--- src/rtl/instruction_fetch.sv ---
// -----------------------------------------------------------------------------
// instruction_fetch
//   Instruction-fetch stage: a program counter with prioritised redirect,
//   plus the IF/ID pipeline register that follows it. It also keeps a count
//   of fetched instructions and two sticky fault flags.
//
// Parameters
//   RESET_PC      PC value loaded on reset
//   IMEM_WORDS    number of valid instruction-memory words (index 0..N-1)
//
// Ports
//   Clk                 clock; all state updates on the rising edge
//   Rst                 synchronous active-high reset
//   Stall               holds PC and IF/ID; redirects are ignored while set
//   Flush               loads a NOP into IF/ID; takes priority over Stall
//                       for IF/ID only
//   Branch/BranchTarget taken-branch redirect (lowest redirect priority)
//   Jump/JumpIndex      J/JAL redirect using the instr[25:0] field
//   JumpReg/JumpRegTarget  JR redirect (highest redirect priority)
//   Address             byte address to instruction memory (equals PC)
//   Instruction         combinational read data from instruction memory
//   IFID_Instruction, IFID_PCPlus4, IFID_Valid   IF/ID register outputs
//   FetchCount          instructions loaded valid into IF/ID (wraps)
//   AddrFault           sticky: fetch attempted at PC beyond IMEM_WORDS
//   Misaligned          sticky: selected redirect target had nonzero [1:0]
// -----------------------------------------------------------------------------
module instruction_fetch #(
  parameter logic [31:0] RESET_PC   = 32'h0000_0000,
  parameter int unsigned IMEM_WORDS = 513
) (
  input  logic        Clk,
  input  logic        Rst,
  input  logic        Stall,
  input  logic        Flush,
  input  logic        Branch,
  input  logic [31:0] BranchTarget,
  input  logic        Jump,
  input  logic [25:0] JumpIndex,
  input  logic        JumpReg,
  input  logic [31:0] JumpRegTarget,
  output logic [31:0] Address,
  input  logic [31:0] Instruction,
  output logic [31:0] IFID_Instruction,
  output logic [31:0] IFID_PCPlus4,
  output logic        IFID_Valid,
  output logic [31:0] FetchCount,
  output logic        AddrFault,
  output logic        Misaligned
);

  localparam logic [29:0] IMEM_LIMIT = 30'(IMEM_WORDS);

  logic [31:0] pc_q, pc_d;
  logic [31:0] ifid_instr_q, ifid_instr_d;
  logic [31:0] ifid_pcp4_q, ifid_pcp4_d;
  logic        ifid_valid_q, ifid_valid_d;
  logic [31:0] fetch_cnt_q, fetch_cnt_d;
  logic        addr_fault_q, addr_fault_d;
  logic        misaligned_q, misaligned_d;

  logic [31:0] pc_plus4;
  logic        in_range;

  assign pc_plus4 = pc_q + 32'd4;
  assign in_range = (pc_q[31:2] < IMEM_LIMIT);

  // Next PC and alignment flag
  always_comb begin
    pc_d         = pc_q;
    misaligned_d = misaligned_q;
    if (!Stall) begin
      if (JumpReg) begin
        pc_d = {JumpRegTarget[31:2], 2'b00};
        if (JumpRegTarget[1:0] != 2'b00) misaligned_d = 1'b1;
      end else if (Jump) begin
        pc_d = {pc_plus4[31:28], JumpIndex, 2'b00};
      end else if (Branch) begin
        pc_d = {BranchTarget[31:2], 2'b00};
        if (BranchTarget[1:0] != 2'b00) misaligned_d = 1'b1;
      end else begin
        pc_d = pc_plus4;
      end
    end
  end

  // IF/ID register, fetch counter and address fault
  always_comb begin
    ifid_instr_d = ifid_instr_q;
    ifid_pcp4_d  = ifid_pcp4_q;
    ifid_valid_d = ifid_valid_q;
    fetch_cnt_d  = fetch_cnt_q;
    addr_fault_d = addr_fault_q;
    if (Flush) begin
      ifid_instr_d = '0;
      ifid_pcp4_d  = pc_plus4;
      ifid_valid_d = 1'b0;
    end else if (!Stall) begin
      ifid_pcp4_d = pc_plus4;
      if (in_range) begin
        ifid_instr_d = Instruction;
        ifid_valid_d = 1'b1;
        fetch_cnt_d  = fetch_cnt_q + 32'd1;
      end else begin
        // Out-of-range fetch becomes a NOP bubble; PC still advances.
        ifid_instr_d = '0;
        ifid_valid_d = 1'b0;
        addr_fault_d = 1'b1;
      end
    end
  end

  always_ff @(posedge Clk) begin
    if (Rst) begin
      pc_q         <= RESET_PC;
      ifid_instr_q <= '0;
      ifid_pcp4_q  <= '0;
      ifid_valid_q <= 1'b0;
      fetch_cnt_q  <= '0;
      addr_fault_q <= 1'b0;
      misaligned_q <= 1'b0;
    end else begin
      pc_q         <= pc_d;
      ifid_instr_q <= ifid_instr_d;
      ifid_pcp4_q  <= ifid_pcp4_d;
      ifid_valid_q <= ifid_valid_d;
      fetch_cnt_q  <= fetch_cnt_d;
      addr_fault_q <= addr_fault_d;
      misaligned_q <= misaligned_d;
    end
  end

  assign Address          = pc_q;
  assign IFID_Instruction = ifid_instr_q;
  assign IFID_PCPlus4     = ifid_pcp4_q;
  assign IFID_Valid       = ifid_valid_q;
  assign FetchCount       = fetch_cnt_q;
  assign AddrFault        = addr_fault_q;
  assign Misaligned       = misaligned_q;

endmodule

--- config.mk ---
export PLATFORM = sky130hd
export DESIGN_NAME = instruction_fetch
export DESIGN_NICKNAME = d
export VERILOG_FILES = /design/src/rtl/instruction_fetch.sv
export SDC_FILE = /design/constraint.sdc
export NUM_CORES = 1
export LEC_CHECK = 0
export ABC_AREA = 0
export CAP_MARGIN = 20
export CORE_ASPECT_RATIO = 0.7
export CORE_UTILIZATION = 44
export CTS_CLUSTER_DIAMETER = 100
export DETAILED_ROUTE_END_ITERATION = 8
export PLACE_DENSITY = 0.92
export SLEW_MARGIN = 10
export SYNTH_ARGS = -nofsm -noshare
export SYNTH_HDL_FRONTEND = slang
export SYNTH_SLANG_ARGS = --single-unit
--- constraint.sdc ---
create_clock -name Clk -period 2.8 [get_ports Clk]
set_input_delay 0.28 -clock Clk [delete_from_list [all_inputs] [get_ports Clk]]
set_output_delay 0.28 -clock Clk [all_outputs]
set_load 0.05 [all_outputs]
### Yosys cells after proc, flatten, opt, wreduce, memory -nomap -nowiden

Cells that the tools add are included.

| word-level totals | value |
|---|---|
| register bits | 131 |
| bits in latches | 0 |
| bits in writable memories | 0 |
| memory bits (read-only) | 0 |
| input port bits | 129 |
| logic and storage cells | 36 |
| memories | 0 |

| cells by class | value |
|---|---|
| $add $sub $neg | 2 |
| multiply operators | 0 |
| divide/modulo/power cells | 0 |
| magnitude comparators | 1 |
| equal/unequal tests | 3 |
| shift-type cells | 0 |
| mux-type cells | 12 |
| bitwise operators | 3 |
| reductions and logical operators | 8 |

Operator list:

| operator | number |
|---|---|
| 32-bit 2-to-1 mux | 6 |
| 32-bit by 1-bit adder with 32-bit output, second input constant | 1 |
| 32-bit by 3-bit adder with 32-bit output, second input constant | 1 |
| 30-bit by 10-bit < comparator with 1-bit output, second input constant | 1 |
| 2-bit nonzero test | 4 |
| 1-bit 2-to-1 mux | 6 |
| 2-bit by 1-bit != test with 1-bit output, second input constant | 3 |
| 3-bit AND reduction | 2 |
| 5-bit AND reduction | 1 |
| 1-bit inverter | 3 |
| 2-bit OR reduction | 1 |

### Longest topological paths before layout

| logic depth | value |
|---|---|
| depth in word-level cells | 5 |
| depth in mapped cells | 9 |

### Worst setup path before layout

Ideal clock, no wire load.

| timing path | value |
|---|---|
| kind | register to register |
| start | register pc_q[2], in the netlist Address[2] |
| end | register fetch_cnt_q[18], in the netlist FetchCount[18] |
| arrival | 2.686 ns |
| data required time | 2.665 ns |
| slack | -0.021 ns |
| stages on the path, launching flop included | 10 |
| path buffers | 2 |
| cell sequence | dfxtp_1 -> inv_1 -> ha_1 -> or4b_4 -> o21a_1 -> or4_1 -> clkbuf_1 -> clkbuf_1 -> o311ai_0 -> o41ai_1 |

| on the way | value |
|---|---|
| longest elaborated chain between the ends | 2 |

RTL lines:

| element | line | RTL |
|---|---|---|
| start, declared | 53 | `logic [31:0] pc_q, pc_d;` |
| start signal, assigned | 122 | `pc_q <= pc_d;` |
| 30-bit by 10-bit < comparator with 1-bit output | 65 | `assign in_range = (pc_q[31:2] < IMEM_LIMIT);` |
| 3-bit AND reduction (no line) | -- |  |
| end signal, assigned | 126 | `fetch_cnt_q <= fetch_cnt_d;` |
| end, declared | 57 | `logic [31:0] fetch_cnt_q, fetch_cnt_d;` |

Every way passes these cells.
A chain may end at the register's enable or synchronous reset.

### Final worst setup path

| timing path | value |
|---|---|
| start | register pc_q[2], in the netlist Address[2] |
| end | register fetch_cnt_q[19], in the netlist FetchCount[19] |

Same word-level chain as after synthesis.

==> out/qor.csv <==
metric;value;unit
Netlist cell types;62;
number of clock sinks seen by CTS;127;
largest buffer count on any clock path;2;
maximum net fanout on the critical path;9;
detail-routed net length per standard cell;20.65;µm
post-synthesis share of cell area spent on xor and xnor gates;0.03303;
setup repair after global routing missed its margin;false;
chip width;145.8;µm
share of power burned in combinational logic;0.197;
synthesized-area fraction occupied by and/or/nand/nor cells;0.2292;
Period Utilization, post-route;0.9604;
post-synth top area cell;dfxtp_1;
Crit Reg-Reg Startpoint;Address[2]$_SDFFE_PP0N_;
Overall Global Routing Usage;0.3318;
cells resized by post-CTS repair;0;
maximum level of the CTS H-tree;4;
path type of the worst setup path;reg -> reg;
die boundary height;102.6;µm
Max Clock Skew;0.01400;ns
kind of end point of the critical path;register;
Synth area leaders;dfxtp_1 40%, a22o_1 4.5%, a21oi_1 4.1%;
critical path launch point type;register;
power share of the clock group;0.425;
Std-Cell Rows;36;
number of failing hold endpoints at the final stage;0;
WL final;25260;µm
setup slack of the worst register-to-register path;0.11;ns
setup TNS;0;ns
mean number of vias per cell;6.074;
peak supply drop;464.2;µV
most frequent cells in the layout;254 x clkdlybuf4s50_1, 126 x dfxtp_1, 57 x nor2_1;
number of warnings reported in the yosys synthesis log;0;
number of I/O pins;260;
Netlist Area Pre-Place;6365;µm²
Worst EP arrival;3.03;ns
area of all placed cells without fillers;9868;µm²
Root Buffer Master;clkbuf_16;
combinational family with the most area after synthesis;compound AO/OA/AOI/OAI gates;
clock input transition at the sequential cells of the worst setup and hold paths;0.07;ns
critical register-to-register path endpoint;FetchCount[19]$_SDFFE_PP0P_;
run status;complete, no violations;
via count;7429;
Syn-to-layout area delta;55.04;%
Setup-failing EPs final;0;
Post-CTS Hold Buffers;0;
Core Area;14010;µm²
ratio of cells with drive above 1 in the final layout;0.09681;
worst path required time;3.14;ns
GRT Residual Overflow;0;
post-synthesis compound-gate area fraction;0.2500;
initial standard-cell utilization of the core;0.4544;
power density relative to cell area;520.7;nW/µm²
Slew HR;0.5606;
die outline area;14960;µm²
max_cap viols;0;
last weighted congestion value of the routability-driven placer;0.9698;
drc violations;0;
post-layout min period;2.689;ns
residual antenna-violating net count after detailed routing;0;
first-pass GRT wire length;38320;µm
Hold Crit Class;in -> reg;
buffers added on ports;255;
DPL Wire Length;18320;µm
number of iterations in the first detailed-routing pass;6;
mean instance size in the synthesized netlist;8.408;µm²
Seq pwr share;0.377;
Setup Buffers After CTS;0;
Power Total;5139;µW
register bit count reported by yosys;127;
most frequent standard cell in the layout excluding fill and tap cells;clkdlybuf4s50_1;
maximum number of pins on one net before global-route repair;86;
switching part of the total;0.3210;
Int Pwr;3489;µW
peak clock frequency supported by timing;371.9;MHz
synthesized-area fraction occupied by adder cells;0.005897;
area fraction of the dominant cell type after synthesis;0.3994;
CTS tree;built;
Slew Viols, Final;0;
initial antenna violation count;0;
Critical path origin;Address[2]$_SDFFE_PP0N_;
Worst Hold Endpoint;FetchCount[18]$_SDFFE_PP0P_;
total net switching power;1650;µW
Clock Latency Late Sink;0.42;ns
number of DRC violations after detailed-routing iteration 0;895;
antenna diode instance count;0;
leakage power of the design;0.003592;µW
total cell area at the placement stage;9266;µm²
number of global-route vias before repair;6809;
number of nets in the layout;1152;
worst reg-to-reg path cell count;7;
Post-synth EDFFs;0;
post-synthesis mux area share;0.03283;
worst-margin pin slew;0.6570;ns
Hold Path Depth;4;
clock buffers created by TritonCTS;17;
Main synth FF type;dfxtp_1;
number of instances in the synthesized netlist;757;
startpoint of the tightest hold check path;Rst;
sequential fraction of the synthesis area;0.3994;
asr flop ratio synth;0;
==> worst max path at each step <==
stage / end / cells past startpoint
floorplan: FetchCount[18]$_SDFFE_PP0P_ / 8
CTS: FetchCount[19]$_SDFFE_PP0P_ / 7
finish: FetchCount[19]$_SDFFE_PP0P_ / 7
global placement: FetchCount[17]$_SDFFE_PP0P_ / 7
global route: FetchCount[19]$_SDFFE_PP0P_ / 7
detailed placement: FetchCount[19]$_SDFFE_PP0P_ / 7
==> stage by stage <==
step / hold WS (ns) / worst slack (ns) / util / std cells
floorplan: 0.3561 / 0.01103 / - / 760
global route: 0.3234 / 0.02931 / 0.7044 / 1223
CTS: 0.2953 / 0.03816 / 0.7035 / 1223
finish: 0.3021 / 0.1110 / 0.7044 / 1223
detailed placement: 0.4649 / 0.09952 / 0.6615 / 1191
global placement: 0.4487 / 0.1779 / 0.6615 / 1191
==> cell type report <==
cell class | instances | area [µm²]
fillers | 1023 | 4140
repair buffers | 299 | 2890
well taps | 190 | 237.7
multi-input cells | 557 | 3541
clock buffers | 17 | 425.4
flip-flops and latches | 127 | 2544
inverters | 18 | 67.56
clock inverters | 15 | 162.7
==> per-layer routing <==
metal | wire length, µm | global-route usage | vias to the layer above
li1 | - | - | 3388
met1 | 10290 | 0.4433 | 3423
met2 | 11110 | 0.5215 | 538
met3 | 2970 | 0.07655 | 80
met4 | 882 | 0.1360 | 0
met5 | 0 | 0 | -
==> power groups by stage <==
stage	sequential, µW	combinational (µW)	clock [µW]
6_report	1940	1010	2190
5_1_grt	1950	1060	2270
2_1_floorplan	2190	299	0
4_1_cts	1940	994	2190
3_5_place_dp	1970	981	0
3_3_place_gp	1970	973	0
==> logic make-up after synthesis <==
| group | count (synthesis) |
|---|---|
| AO/OA/AOI/OAI | 232 |
| XOR/XNOR | 24 |
| adder cells (fa/ha/maj) | 3 |
| buffers and inverters | 76 |
| flip-flops | 127 |
| multiplexers | 20 |
| other | 1 |
| AND/OR/NAND/NOR | 274 |
==> worst max-delay path: stages, from the launching register on <==
cell,delay [ns]
dfxtp_2,0.32
inv_1,0.09
ha_1,0.15
or4b_4,0.45
o21a_1,0.27
or4_4,0.62
or4_1,0.53
a21oi_1,0.19
==> cell usage after synthesis (all sizes together), types with 10 or more instances <==
library cell,instances
nand3,32
inv,17
nand4,23
clkbuf,45
nor2,58
o21ai,45
a22o,33
or3,15
xnor2,12
mux2i,13
o31ai,11
a211oi,21
nand2,45
dfxtp,127
nand2b,10
nor3,15
nor4,12
or4,12
a21oi,52
buf,13
xor2,12
and3,13
==> state kept, by name (all words and copies together), names as in the netlist <==
| register | flops |
|---|---|
| Misaligned | 1 |
| IFID_Valid | 1 |
| Address | 30 |
| IFID_Instruction | 32 |
| AddrFault | 1 |
| IFID_PCPlus4 | 30 |
| FetchCount | 32 |
No activity file was read; power rests on OpenSTA's default activity.
